--- src/rtl/mac_pkg.sv ---
// Shared types and constants for the dot-product sequencer and its tag pipe.
// MAC_LAT and MAX_LEN are set here because the tag lane width is derived from MAC_LAT.
package mac_pkg;

  localparam int unsigned MAC_LAT = 3;    // legal range 1..8
  localparam int unsigned MAX_LEN = 256;
  localparam int unsigned DW      = 8;
  localparam int unsigned AW      = 32;
  localparam int unsigned LANE_W  = (MAC_LAT > 1) ? $clog2(MAC_LAT) : 1;
  localparam int unsigned LEN_W   = $clog2(MAX_LEN + 1);

  typedef logic signed [DW-1:0] op_t;
  typedef logic signed [AW-1:0] acc_t;
  typedef logic [LANE_W-1:0]    lane_t;

  typedef enum logic [2:0] {StIdle, StStream, StDrain, StReduce, StOut} dot_state_e;

  typedef struct packed {
    logic  valid;
    lane_t lane;
  } tag_t;

  function automatic lane_t next_lane(lane_t l);
    return (l == lane_t'(MAC_LAT - 1)) ? '0 : l + lane_t'(1);
  endfunction

endpackage

--- src/rtl/mac_tag_pipe.sv ---
// Tag shift register aligned with mac_pipeline, plus per-lane busy tracking.
// A lane is busy from its issue handshake until its result returns.
module mac_tag_pipe
  import mac_pkg::*;
(
  input  logic               clk,
  input  logic               rst,
  input  logic               issue,
  input  lane_t              issue_lane,
  input  logic               mac_in_valid,
  input  lane_t              mac_lane,
  input  logic               mac_out_valid,
  output logic               ret_valid,
  output lane_t              ret_lane,
  output logic [MAC_LAT-1:0] busy,
  output logic               drained
);

  tag_t               pipe_q [MAC_LAT];
  tag_t               head;
  logic [MAC_LAT-1:0] busy_q, busy_d, ret_mask, set_mask;
  logic [3:0]         settle_q;

  assign head      = pipe_q[MAC_LAT-1];
  assign ret_valid = mac_out_valid && head.valid;
  assign ret_lane  = head.lane;
  assign busy      = busy_q;

  always_comb begin
    ret_mask = '0;
    set_mask = '0;
    if (ret_valid) ret_mask[ret_lane] = 1'b1;
    if (issue)     set_mask[issue_lane] = 1'b1;
    busy_d  = (busy_q & ~ret_mask) | set_mask;
    drained = ((busy_q & ~ret_mask) == '0);
  end

  always_ff @(posedge clk) begin
    if (rst) begin
      for (int i = 0; i < MAC_LAT; i++) pipe_q[i] <= '0;
      busy_q   <= '0;
      settle_q <= '0;
    end else begin
      pipe_q[0] <= '{valid: mac_in_valid, lane: mac_lane};
      for (int i = 1; i < MAC_LAT; i++) pipe_q[i] <= pipe_q[i-1];
      busy_q <= busy_d;
      if (settle_q != 4'(MAC_LAT)) settle_q <= settle_q + 4'd1;
    end
  end

  // Results issued before a reset may still emerge for MAC_LAT cycles; those are expected.
  a_no_orphan_result : assert property (@(posedge clk)
    disable iff (rst || settle_q != 4'(MAC_LAT)) !(mac_out_valid && !head.valid));

endmodule

--- src/rtl/mac_dot_sequencer.sv ---
// Issues int8 operand pairs to mac_pipeline across MAC_LAT interleaved partial sums,
// then reduces them to one result. Define MAC_DOT_SAT_EN for a saturating reduce and sat_flag.
module mac_dot_sequencer
  import mac_pkg::*;
(
  input  logic             clk,
  input  logic             rst,
  input  logic             cmd_valid,
  output logic             cmd_ready,
  input  logic [LEN_W-1:0] cmd_len,
  input  logic             op_valid,
  output logic             op_ready,
  input  logic [DW-1:0]    op_a,
  input  logic [DW-1:0]    op_b,
  output logic             res_valid,
  input  logic             res_ready,
  output logic [AW-1:0]    res_data,
  output logic             mac_in_valid,
  output logic [DW-1:0]    mac_a,
  output logic [DW-1:0]    mac_b,
  output logic [AW-1:0]    mac_acc,
  input  logic             mac_out_valid,
  input  logic [AW-1:0]    mac_y
`ifdef MAC_DOT_SAT_EN
  ,
  output logic             sat_flag
`endif
);

  dot_state_e         state_q, state_d;
  logic [LEN_W-1:0]   len_q, len_d, issued_q, issued_d;
  lane_t              lane_q, lane_d, red_q, red_d, mlane_q, mlane_d;
  acc_t               ps_q [MAC_LAT];
  acc_t               ps_d [MAC_LAT];
  acc_t               sum_q, sum_d, res_q, res_d, acc_q, acc_d;
  op_t                a_q, a_d, b_q, b_d;
  logic               miv_q, miv_d;
  logic               issue, ret_valid, lane_ret, drained;
  lane_t              ret_lane;
  logic [MAC_LAT-1:0] busy;
`ifdef MAC_DOT_SAT_EN
  logic               sat_q, sat_d;
  logic [AW:0]        wide;
`endif

  mac_tag_pipe u_tag_pipe (
    .clk          (clk),
    .rst          (rst),
    .issue        (issue),
    .issue_lane   (lane_q),
    .mac_in_valid (miv_q),
    .mac_lane     (mlane_q),
    .mac_out_valid(mac_out_valid),
    .ret_valid    (ret_valid),
    .ret_lane     (ret_lane),
    .busy         (busy),
    .drained      (drained)
  );

  assign lane_ret = ret_valid && (ret_lane == lane_q);

  always_comb begin
    state_d  = state_q;
    len_d    = len_q;
    issued_d = issued_q;
    lane_d   = lane_q;
    red_d    = red_q;
    ps_d     = ps_q;
    sum_d    = sum_q;
    res_d    = res_q;
    miv_d    = 1'b0;
    a_d      = a_q;
    b_d      = b_q;
    acc_d    = acc_q;
    mlane_d  = mlane_q;
    issue    = 1'b0;
    op_ready = 1'b0;
    cmd_ready = (state_q == StIdle);
    res_valid = (state_q == StOut);
`ifdef MAC_DOT_SAT_EN
    sat_d = sat_q;
    wide  = '0;
`endif
    if (ret_valid) ps_d[ret_lane] = mac_y;

    unique case (state_q)
      StIdle: begin
        if (cmd_valid) begin
          len_d    = cmd_len;
          ps_d     = '{default: '0};
          lane_d   = '0;
          issued_d = '0;
`ifdef MAC_DOT_SAT_EN
          sat_d = 1'b0;
`endif
          if (cmd_len == '0) begin
            res_d   = '0;
            state_d = StOut;
          end else begin
            state_d = StStream;
          end
        end
      end
      StStream: begin
        op_ready = !busy[lane_q] || lane_ret;
        if (op_valid && op_ready) begin
          issue   = 1'b1;
          miv_d   = 1'b1;
          a_d     = op_a;
          b_d     = op_b;
          // Bypass the lane's partial when it lands in the same cycle.
          acc_d   = lane_ret ? mac_y : ps_q[lane_q];
          mlane_d = lane_q;
          lane_d  = next_lane(lane_q);
          issued_d = issued_q + 1'b1;
          if (issued_d == len_q) state_d = StDrain;
        end
      end
      StDrain: begin
        if (drained) begin
          sum_d   = '0;
          red_d   = '0;
          state_d = StReduce;
        end
      end
      StReduce: begin
`ifdef MAC_DOT_SAT_EN
        wide = {sum_q[AW-1], sum_q} + {ps_q[red_q][AW-1], ps_q[red_q]};
        if (wide[AW] != wide[AW-1]) begin
          sum_d = wide[AW] ? {1'b1, {(AW-1){1'b0}}} : {1'b0, {(AW-1){1'b1}}};
          sat_d = 1'b1;
        end else begin
          sum_d = wide[AW-1:0];
        end
`else
        sum_d = sum_q + ps_q[red_q];
`endif
        red_d = next_lane(red_q);
        if (red_q == lane_t'(MAC_LAT - 1)) begin
          res_d   = sum_d;
          state_d = StOut;
        end
      end
      StOut: begin
        if (res_ready) state_d = StIdle;
      end
      default: state_d = StIdle;
    endcase
  end

  always_ff @(posedge clk) begin
    if (rst) begin
      state_q  <= StIdle;
      len_q    <= '0;
      issued_q <= '0;
      lane_q   <= '0;
      red_q    <= '0;
      for (int i = 0; i < MAC_LAT; i++) ps_q[i] <= '0;
      sum_q    <= '0;
      res_q    <= '0;
      miv_q    <= 1'b0;
      a_q      <= '0;
      b_q      <= '0;
      acc_q    <= '0;
      mlane_q  <= '0;
`ifdef MAC_DOT_SAT_EN
      sat_q    <= 1'b0;
`endif
    end else begin
      state_q  <= state_d;
      len_q    <= len_d;
      issued_q <= issued_d;
      lane_q   <= lane_d;
      red_q    <= red_d;
      ps_q     <= ps_d;
      sum_q    <= sum_d;
      res_q    <= res_d;
      miv_q    <= miv_d;
      a_q      <= a_d;
      b_q      <= b_d;
      acc_q    <= acc_d;
      mlane_q  <= mlane_d;
`ifdef MAC_DOT_SAT_EN
      sat_q    <= sat_d;
`endif
    end
  end

  assign mac_in_valid = miv_q;
  assign mac_a        = a_q;
  assign mac_b        = b_q;
  assign mac_acc      = acc_q;
  assign res_data     = res_q;
`ifdef MAC_DOT_SAT_EN
  assign sat_flag     = sat_q;
`endif

endmodule

--- config.mk ---
export PLATFORM = sky130hd
export DESIGN_NAME = mac_dot_sequencer
export DESIGN_NICKNAME = d
export VERILOG_FILES = /design/src/rtl/mac_pkg.sv /design/src/rtl/mac_tag_pipe.sv /design/src/rtl/mac_dot_sequencer.sv
export SDC_FILE = /design/constraint.sdc
export NUM_CORES = 1
export LEC_CHECK = 0
export BUFFER_PORTS_ARGS = -buffer_cell sky130_fd_sc_hd__buf_2
export CAP_MARGIN = 15
export CORE_ASPECT_RATIO = 1.4
export CORE_UTILIZATION = 40
export DETAILED_ROUTE_END_ITERATION = 8
export GPL_ROUTABILITY_DRIVEN = 0
export SETUP_SLACK_MARGIN = 0.1
export SYNTH_ARGS = -nofsm -noshare
export SYNTH_HDL_FRONTEND = slang
export SYNTH_SLANG_ARGS = --single-unit
--- constraint.sdc ---
create_clock -name clk -period 4.2 [get_ports clk]
set_input_delay 1.05 -clock clk [delete_from_list [all_inputs] [get_ports clk]]
set_output_delay 1.05 -clock clk [all_outputs]
set_load 0.05 [all_outputs]
Yosys cells after proc, flatten, opt, wreduce, memory -nomap -nowiden
Memory sizes are Yosys's and may differ from the RTL's.
Index checks and enable logic that the tools add are counted.
Storage, ports and cells
  memories kept: 1
  bits of input ports: 63
  bits in registers: 239
  output and inout bits: 84
  logic and storage cells: 127
  bits in writable memories: 9
Cells by class
  bitwise gates (word level): 9
  reductions and logical operators: 20
  magnitude comparators: 8
  mux-type cells: 54
  equal/unequal tests: 15
  $add $sub $neg: 4
Memory list
  u_tag_pipe.pipe_q: depth 3, bits a word 3, rd ports 3, clocked after memory_dff 0, write ports 3, RTL line mac_tag_pipe.sv:19  | tag_t pipe_q [MAC_LAT];
Operators with widths (number)
  two-way mux 32 bit: 10
  two-way mux 96 bit: 3
  binary-select mux 32 bit (select 2 bit): 2
  case mux 32 bit (2 select lines): 2
  bitwise mux 96 bit: 1
  demux 32 bit (select 2 bit): 1
  two-way mux 3 bit: 12
  adder 32 bit: 1
  two-way mux 9 bit: 2
  case mux 9 bit (2 select lines): 1
  case mux 3 bit (5 select lines): 1
  two-way mux 2 bit: 5
  != test 2 bit, second input constant: 5
  adder 9 x 1 -> 9 bit, second input constant: 1
  == test 9 bit: 1
  greater-or-equal comparator 3 bit, second input constant: 3
  logical NOT 9 bit: 1
  two-way mux 1 bit: 9
  NOT 2 -> 3 bit: 3
  case mux 2 bit (2 select lines): 2
  == test 3 x 2 -> 1 bit, second input constant: 2
  logical AND 1 bit: 6
  logical NOT 3 bit: 2
  less-than comparator 2 x 3 -> 1 bit, second input constant: 2
  other kinds (21): 32

Longest topological paths before layout
Gate-level depths: netlist (run 1).
  word-level depth: 10
  mapped depth: 16
  depth with buffers taken out: 13

By module
Synthesis (run 1) repeated with hierarchy kept, for this count alone.
Unflattened totals
  cells, all modules: 1565
  area total of the unflattened synthesis: 12239.2 µm²
By module, submodules not included
  mac_dot_sequencer: instances 1, area each 11841.4 µm², cells each 1527, sequential area each 4724.5 µm²
  mac_tag_pipe: instances 1, area each 397.9 µm², cells each 38, sequential area each 240.2 µm²

Worst setup path after synthesis (run 1)
Ideal clock, no wire load.
  kind: flip-flop to flip-flop
  from: reg red_q[0]
  to: reg sum_q[26]
  buffers on the path: 2
  cell stages (with the launch flop): 13
  setup time: 0.117 ns
  data required time: 4.083 ns
  arrival: 3.120 ns
  slack: 0.963 ns
  period minus slack after synthesis: 3.237 ns
  cells stage by stage: dfxtp_1 buf_2 buf_1 mux2i_1 o21ai_0 ha_1 o21a_1 o2111ai_1 a21oi_1 o31ai_2 a21boi_0 or3_1 a32o_1
Between the ends
  word-level cells in the longest chain between the ends: 6
Ends and longest elaborated chain
  start: declaration: RTL line mac_dot_sequencer.sv:32  | lane_t lane_q, lane_d, red_q, red_d, mlane_q, mlane_d;
  start signal: assignment: RTL line mac_dot_sequencer.sv:174  | red_q <= red_d;
  NOT 2 -> 3 bit (implied by the code): RTL line mac_dot_sequencer.sv:136  | sum_d = sum_q + ps_q[red_q];
  binary-select mux 32 bit (select 2 bit): RTL line mac_dot_sequencer.sv:136
  two-way mux 32 bit (implied by the code) (2 in series): RTL line mac_dot_sequencer.sv:136
  adder 32 bit: RTL line mac_dot_sequencer.sv:136
  case mux 32 bit (2 select lines): RTL line mac_dot_sequencer.sv:86  | unique case (state_q)
  end signal: assignment: RTL line mac_dot_sequencer.sv:176  | sum_q <= sum_d;
  end: declaration: RTL line mac_dot_sequencer.sv:35  | acc_t sum_q, sum_d, res_q, res_d, acc_q, acc_d;
No other way between the ends. The select of a mux whose other input is x is not followed.
A chain may end at the register's enable or synchronous reset.

Final worst setup path (run 1)
Same ends and word-level chain as after synthesis.

==> impl_metrics.yaml, run 1 <==
routing:
  drt_iter0_drc: 693
  wl_per_cell_um: 18.8
  drtPass1Iterations: 5
  vias: 11400
  wl_mm: 38.4
  ant_nets: 0
  route.detailed.vias_per_inst: 5.59
  drc_errors: 0
clock_tree:
  post-cts-setup-buffers: 0
  clkTransAtPathRegs_ps: 60
  cts_tree: "yes"
  ctsHoldBuffers: 0
  cts_buffer_depth: 3
  cts_buffers: 27
  htree_num_levels: 1
  cts_resized: 0
  clkSinkCount: 248
  clk_latency_ps: 580
  cts_root_buffer: "clkbuf_16"
sta:
  rsz0062_at_grt: "no"
  setup_viol: 0
  finalHoldViolCount: 0
  worstMarginPinSlew_ps: 808
  worst_slack_ps: 691
  final.min_clock_period_ps: 3510
  holdWs_ps: 440
  slew_headroom_pct: 45.5
  setup_tns_ps: 0
  min_period_over_period_pct: 83.5
  max_freq_mhz: 285
  fin_skew_ps: 28.0
  maxSlewViolCount: 0
placement:
  postPlaceCellArea_um2: 13200
  post-place-ws_ps: 743
  dpl.hpwl_mm: 26.5
  port-buffer-count: 146
logic_synthesis:
  synth_warnings: 0
  synth_flop_cell: "dfxtp_1"
  synthArstFlopShare_pct: 0
  synth_area_leaders: "dfxtp_1 41%, nand2_1 12%, a21oi_1 9.2%"
  ys_seq_elements: 248
  yosysTopAreaCell: "dfxtp_1"
  synth_top_area_share_pct: 40.9
  synth_edf_count: 0
  ys_seq_area_share_pct: 40.9
  postSynthAreaPerCell_um2: 7.85
  synth_cells: 1547
  synth.net_count: 1643
  netlist-cell-type-count: 66
  synthesis.area_um2: 12100
floorplanning:
  rows: 75
  ios: 147
  start_util_pct: 40.6
  die_w_um: 149
  core_area_um2: 29900
  die_area_um2: 31100
  die_h_um: 208
worst_setup_path:
  critPathKind: "reg -> reg"
  cp_max_fo: 19
  cp.required_ps: 4640
  critPathBufInv: 1
  critical_path.top_delay_family: "compound AO/OA/AOI/OAI gates"
  cp-end-kind: "flop"
  crit_slowest_cell: "o31ai_2"
  crit_path_start: "red_q[0]$_SDFFE_PP0P_"
  worstSetupStartpointType: "flop"
  max_stage_delay_ps: 440
  crit_chain: "nor2b_2, buf_4, nand2_1, o21ai_0, ha_1, o21a_1, o2111ai_1, a21oi_1, o31ai_2, a21boi_0, or3_1, a32o_1"
  r2r-start: "red_q[0]$_SDFFE_PP0P_"
  cp.arrival_ps: 3950
final_layout:
  fin_nets: 1737
  antenna_cells: 0
  drive_gt1_share_pct: 14.0
  fin_area_um2: 14100
  final_cell_mix: "403 x nand2_1, 246 x dfxtp_1, 224 x a21oi_1"
  area_delta_synth_final_pct: 16.1
  final_common_cell: "nand2_1"
grt:
  grt_pass1_wl_mm: 60.5
  grt_max_degree: 97
  grt-ovfl-total: 0
  grt_antenna_before_repair: 0
  grt_pass1_vias: 11300
  grt_use_total_pct: 24.7
pwr:
  powerDensity_nw_per_um2: 375
  total_power_mw: 5.28
  peakVddDrop_mv: 0.351
  cellLeakagePower_nw: 5.28
status:
  outcome: "finished, final reports clean"
min_path:
  hold_start: "u_tag_pipe.pipe_q[0][3]$_SDFF_PP0_"
  hold_path.class: "reg -> reg"
flow_run:
  cap_violations: 0
-- worst reg2reg max path, cell delays in order, from the launching register on --
cell	delay, ps
dfxtp_2	420
nor2b_2	300
buf_4	300
nand2_1	80
o21ai_0	110
ha_1	340
o21a_1	230
o2111ai_1	190
a21oi_1	100
o31ai_2	440
a21boi_0	210
or3_1	400
a32o_1	270
-- routing by layer --
| metal | up-vias | part of all wire (%) | GRT usage (%) |
|---|---|---|---|
| met5 | - | 0 | 0 |
| met4 | 0 | 5.1 | 13.2 |
| met3 | 92 | 4.7 | 3.31 |
| met2 | 311 | 50 | 43.8 |
| met1 | 5419 | 40 | 28.3 |
| li1 | 5591 | - | - |
-- cell usage after synthesis, types with 3 or more instances --
library cell,instances
nand2_1,404
dfxtp_1,248
a21oi_1,224
clkbuf_1,77
o211ai_1,72
o21ai_0,72
mux2i_1,65
nor2_1,62
ha_1,32
a22o_1,24
xnor2_1,24
xor2_1,19
inv_1,18
nor3_1,17
buf_1,13
nor2b_1,13
nand3_1,12
a31oi_1,11
and3_1,9
o21a_1,9
a21o_1,8
a32o_1,8
buf_2,8
or3_1,8
nand2b_1,7
nor3b_1,7
a22oi_1,6
nand4_1,6
and2_1,5
a211oi_1,4
a311oi_1,4
a32oi_1,3
buf_4,3
buf_6,3
o21ai_1,3
o21bai_1,3
-- stage by stage --
| step | utilization [%] | std cells |
|---|---|---|
| 2_1_floorplan | - | 1547 |
| 3_3_place_gp | 43.9 | 1997 |
| 3_5_place_dp | 43.9 | 1997 |
| 4_1_cts | 47.1 | 2043 |
| 5_1_grt | 47.1 | 2043 |
| 6_report | 47.1 | 2043 |
-- logic make-up (layout without fill, tap and decap cells) --
kind of cell    after synthesis  count (layout)  synth area share (%)
buf+inv                     124             235                  4.21
compound gates              471             471                  23.6
fa+ha+maj                    33              33                  3.46
flops                       248             248                  40.9
xor+xnor                     43              43                  3.10
mux                          65              65                  5.36
simple gates                563             563                  19.4
-- registers in the layout, summed over array words and instances, names as in the netlist --
name and count:
ps_q 96, u_tag_pipe.busy 3, len_q 9, res_data 32, mac_in_valid 1, mac_acc 32, issued_q 9, u_tag_pipe.pipe_q 9
state_q 3, lane_q 2, red_q 2, mlane_q 2, mac_b 8, mac_a 8, sum_q 32
-- final cells by class --
cell class | count | area [um^2]
Fill cell | 2988 | 15800
Clock buffer | 35 | 766
Clock inverter | 11 | 173
Sequential cell | 248 | 4970
Timing Repair Buffer | 170 | 938
Tap cell | 385 | 482
Multi-Input combinational cell | 1175 | 6700
Inverter | 19 | 71.3
-- where the power goes --
part,internal (mW),switching [mW],total (mW),leakage (nW)
combinational,0.0942,0.257,0.352,2.82
clock,1.53,1.01,2.53,0.464
sequential,2.38,0.0200,2.40,2.00
-- path summary, 6_finish.rpt --
path | end | slack [ps] | depth (start not counted)
hold / removal | u_tag_pipe.pipe_q[0][6]$_SDFF_PP0_ | 440 | 1
setup reg to reg | sum_q[26]$_SDFFE_PP0P_ | 690 | 12
hold reg to reg | u_tag_pipe.pipe_q[0][6]$_SDFF_PP0_ | 440 | 1
setup / recovery | sum_q[26]$_SDFFE_PP0P_ | 690 | 12
No activity file was read; power rests on OpenSTA's default activity.
==> run 2, diff against run 1 <==
--- a/config.mk
+++ b/config.mk
@@ -5,6 +5,7 @@
 export SDC_FILE = /design/constraint.sdc
 export NUM_CORES = 1
 export LEC_CHECK = 0
+export ABC_AREA = 1
 export BUFFER_PORTS_ARGS = -buffer_cell sky130_fd_sc_hd__buf_2
 export CAP_MARGIN = 15
 export CORE_ASPECT_RATIO = 1.4
==> constraint.sdc (replaced) <==
create_clock -name clk -period 3.1 [get_ports clk]
set_input_delay 0.775 -clock clk [delete_from_list [all_inputs] [get_ports clk]]
set_output_delay 0.775 -clock clk [all_outputs]
set_load 0.05 [all_outputs]
==> run 2 against run 1 <==
Sequential share of layout area fell by 0.43 points; cell area increased by 1.2%; synthesized cell count is 8.5% higher; combinational power grew to 7.4 times the previous value; count of clock-buffer cells in the layout is 2 higher; worst setup slack got worse by 450 ps; die area shrank 0.13%; non-clock buffer count grew 14; maximum frequency is 23% higher; flip-flop and latch count unchanged; power increased by 78%; cell count is 7.7% higher; critical path type unchanged; highest routed layer unchanged.
==> impl_metrics.yaml, run 2 <==
grt:
  grt_pass1_vias: 11000
  grt_max_degree: 97
  grt_antenna_before_repair: 0
  grt_pass1_wl_mm: 58.5
  grt-ovfl-total: 0
  grt_use_total_pct: 23.5
sta:
  slew_headroom_pct: 25.9
  fin_skew_ps: 5.92
  rsz0062_at_grt: "yes"
  maxSlewViolCount: 0
  max_freq_mhz: 350
  setup_viol: 0
  final.min_clock_period_ps: 2860
  worst_slack_ps: 239
  finalHoldViolCount: 0
  setup_tns_ps: 0
  worstMarginPinSlew_ps: 1110
  min_period_over_period_pct: 92.3
logic_synthesis:
  yosysTopAreaCell: "dfxtp_1"
  synth_warnings: 0
  synth_edf_count: 0
  ys_seq_area_share_pct: 41.0
  synth_cells: 1678
  synthArstFlopShare_pct: 0
  netlist-cell-type-count: 35
  yosysMostFrequentCell: "nand2_1"
  synthesis.area_um2: 12100
  synthTopCellsByCount: "319 x nand2_1, 248 x dfxtp_1, 207 x nor2_1"
  postSynthAreaPerCell_um2: 7.22
  ys_seq_elements: 248
  synth_area_leaders: "dfxtp_1 41%, nand2_1 9.9%, a21oi_1 7.8%"
  synth_top_area_share_pct: 41.0
  synth.net_count: 1774
  synth_flop_cell: "dfxtp_1"
placement:
  dpl.hpwl_mm: 25.3
  post-place-ws_ps: 84.7
  port-buffer-count: 146
clock_tree:
  clkTransAtPathRegs_ps: 60
  cts_buffer_depth: 3
  cts_tree: "yes"
  htree_num_levels: 1
  clk_latency_ps: 560
  cts_root_buffer: "clkbuf_16"
  ctsHoldBuffers: 0
  clkSinkCount: 248
  cts_buffers: 26
worst_setup_path:
  worstSetupStartpointType: "flop"
  cp.arrival_ps: 3350
  crit_path_start: "red_q[1]$_SDFFE_PP0P_"
  cp_max_fo: 13
  cp-end-kind: "flop"
  cp.required_ps: 3590
  r2r-start: "red_q[1]$_SDFFE_PP0P_"
  critPathKind: "reg -> reg"
status:
  outcome: "finished, final reports clean"
routing:
  drc_errors: 0
  ant_nets: 0
  wl_mm: 37.0
  drtPass1Iterations: 6
  vias: 11800
  wl_per_cell_um: 16.8
  drt_iter0_drc: 685
  route.detailed.vias_per_inst: 5.35
final_layout:
  largest_register_ffs: 96
  n_fill_cell: 3000
  drive_gt1_share_pct: 15.5
  fin_nets: 1893
  final_common_cell: "nand2_1"
  final_cell_mix: "316 x nand2_1, 248 x dfxtp_1, 203 x nor2_1"
  regMostFlops: "ps_q"
  area_delta_synth_final_pct: 17.6
  antenna_cells: 0
pwr:
  peakVddDrop_mv: 0.380
  powerDensity_nw_per_um2: 660
  cellLeakagePower_nw: 5.91
floorplanning:
  die_area_um2: 31000
  die_h_um: 208
  rows: 75
  ios: 147
  start_util_pct: 40.5
  die_w_um: 149
  core_area_um2: 29900
min_path:
  hold_start: "u_tag_pipe.pipe_q[0][1]$_SDFF_PP0_"
  hold_path.class: "reg -> reg"
flow_run:
  cap_violations: 0
[run 2: changes by cell type after synthesis, moves of 26 or more]
cell,change
nand2_1,-85
nand3_1,+51
a21oi_1,-35
o221ai_1,+64
o211ai_1,-71
nor2_1,+145
inv_1,+125
nor3_1,+26
o21ai_1,+55
a211oi_1,+61
mux2i_1,-33
[run 2: layout make-up]
cell class	count	area, um^2	area share, %
Timing Repair Buffer	184	1050	7.39
Sequential cell	248	4960	34.8
Multi-Input combinational cell	1177	6300	44.2
Clock inverter	9	118	0.825
Tap cell	385	482	3.38
Inverter	160	601	4.21
Clock buffer	37	742	5.20
[run 2: repair_timing]
action	in CTS	in global routing
buffers inserted	0	2
resized for setup	1	30
endpoints found under the setup margin	2	43
endpoints found under the hold margin	0	0
pin swaps	0	2
[run 2: critical path, stage by stage (launching register included)]
cell      delay (ps)
dfxtp_1          310
inv_1            100
nand2_1          150
buf_4            240
o221ai_1         400
ha_1             370
a21oi_1          200
o21ai_0          180
a21oi_1          200
nand3_1          160
a21oi_1          140
o21ai_0           90
buf_4            140
a21oi_1          110
[run 2: logic make-up after synthesis]
group           share of synthesized area (%)
flops                                    41.0
xor+xnor                               0.0723
buf+inv                                  8.28
mux                                      2.64
simple gates                             22.3
compound gates                           22.3
fa+ha+maj                                3.47
[run 2: final timing paths]
path	end	slack, ps	cells past startpoint
max reg2reg	res_data[17]$_SDFFE_PP0P_	240	13
max	res_data[17]$_SDFFE_PP0P_	240	13
min	u_tag_pipe.pipe_q[0][4]$_SDFF_PP0_	400	2
min reg2reg	u_tag_pipe.pipe_q[0][4]$_SDFF_PP0_	400	2
[run 2: power by group]
group / internal [mW] / switching (mW) / total, mW
clock: 1.83 / 1.34 / 3.18
combinational: 0.607 / 2.00 / 2.61
sequential: 3.46 / 0.164 / 3.63
total: 5.90 / 3.51 / 9.41
[run 2: metal layers]
metal | up-vias | global-route usage (%) | wire (um)
met3 | 61 | 2.48 | 1750
met5 | - | 0 | 0
li1 | 5951 | - | -
met2 | 339 | 39.9 | 17800
met4 | 0 | 9.57 | 1280
met1 | 5423 | 30.1 | 16200
[run 2: stage by stage]
step / std cells / power (mW) / instance area, um^2 / hold slack, ps / utilization, %
3_3_place_gp: 2152 / 6.29 / 13300 / 390 / 44.3
2_1_floorplan: 1678 / 5.58 / 12100 / 388 / -
5_1_grt: 2200 / 9.88 / 14300 / 416 / 47.6
6_report: 2200 / 9.41 / 14300 / 402 / 47.6
3_5_place_dp: 2152 / 6.30 / 13300 / 395 / 44.3
4_1_cts: 2198 / 9.49 / 14100 / 404 / 47.2
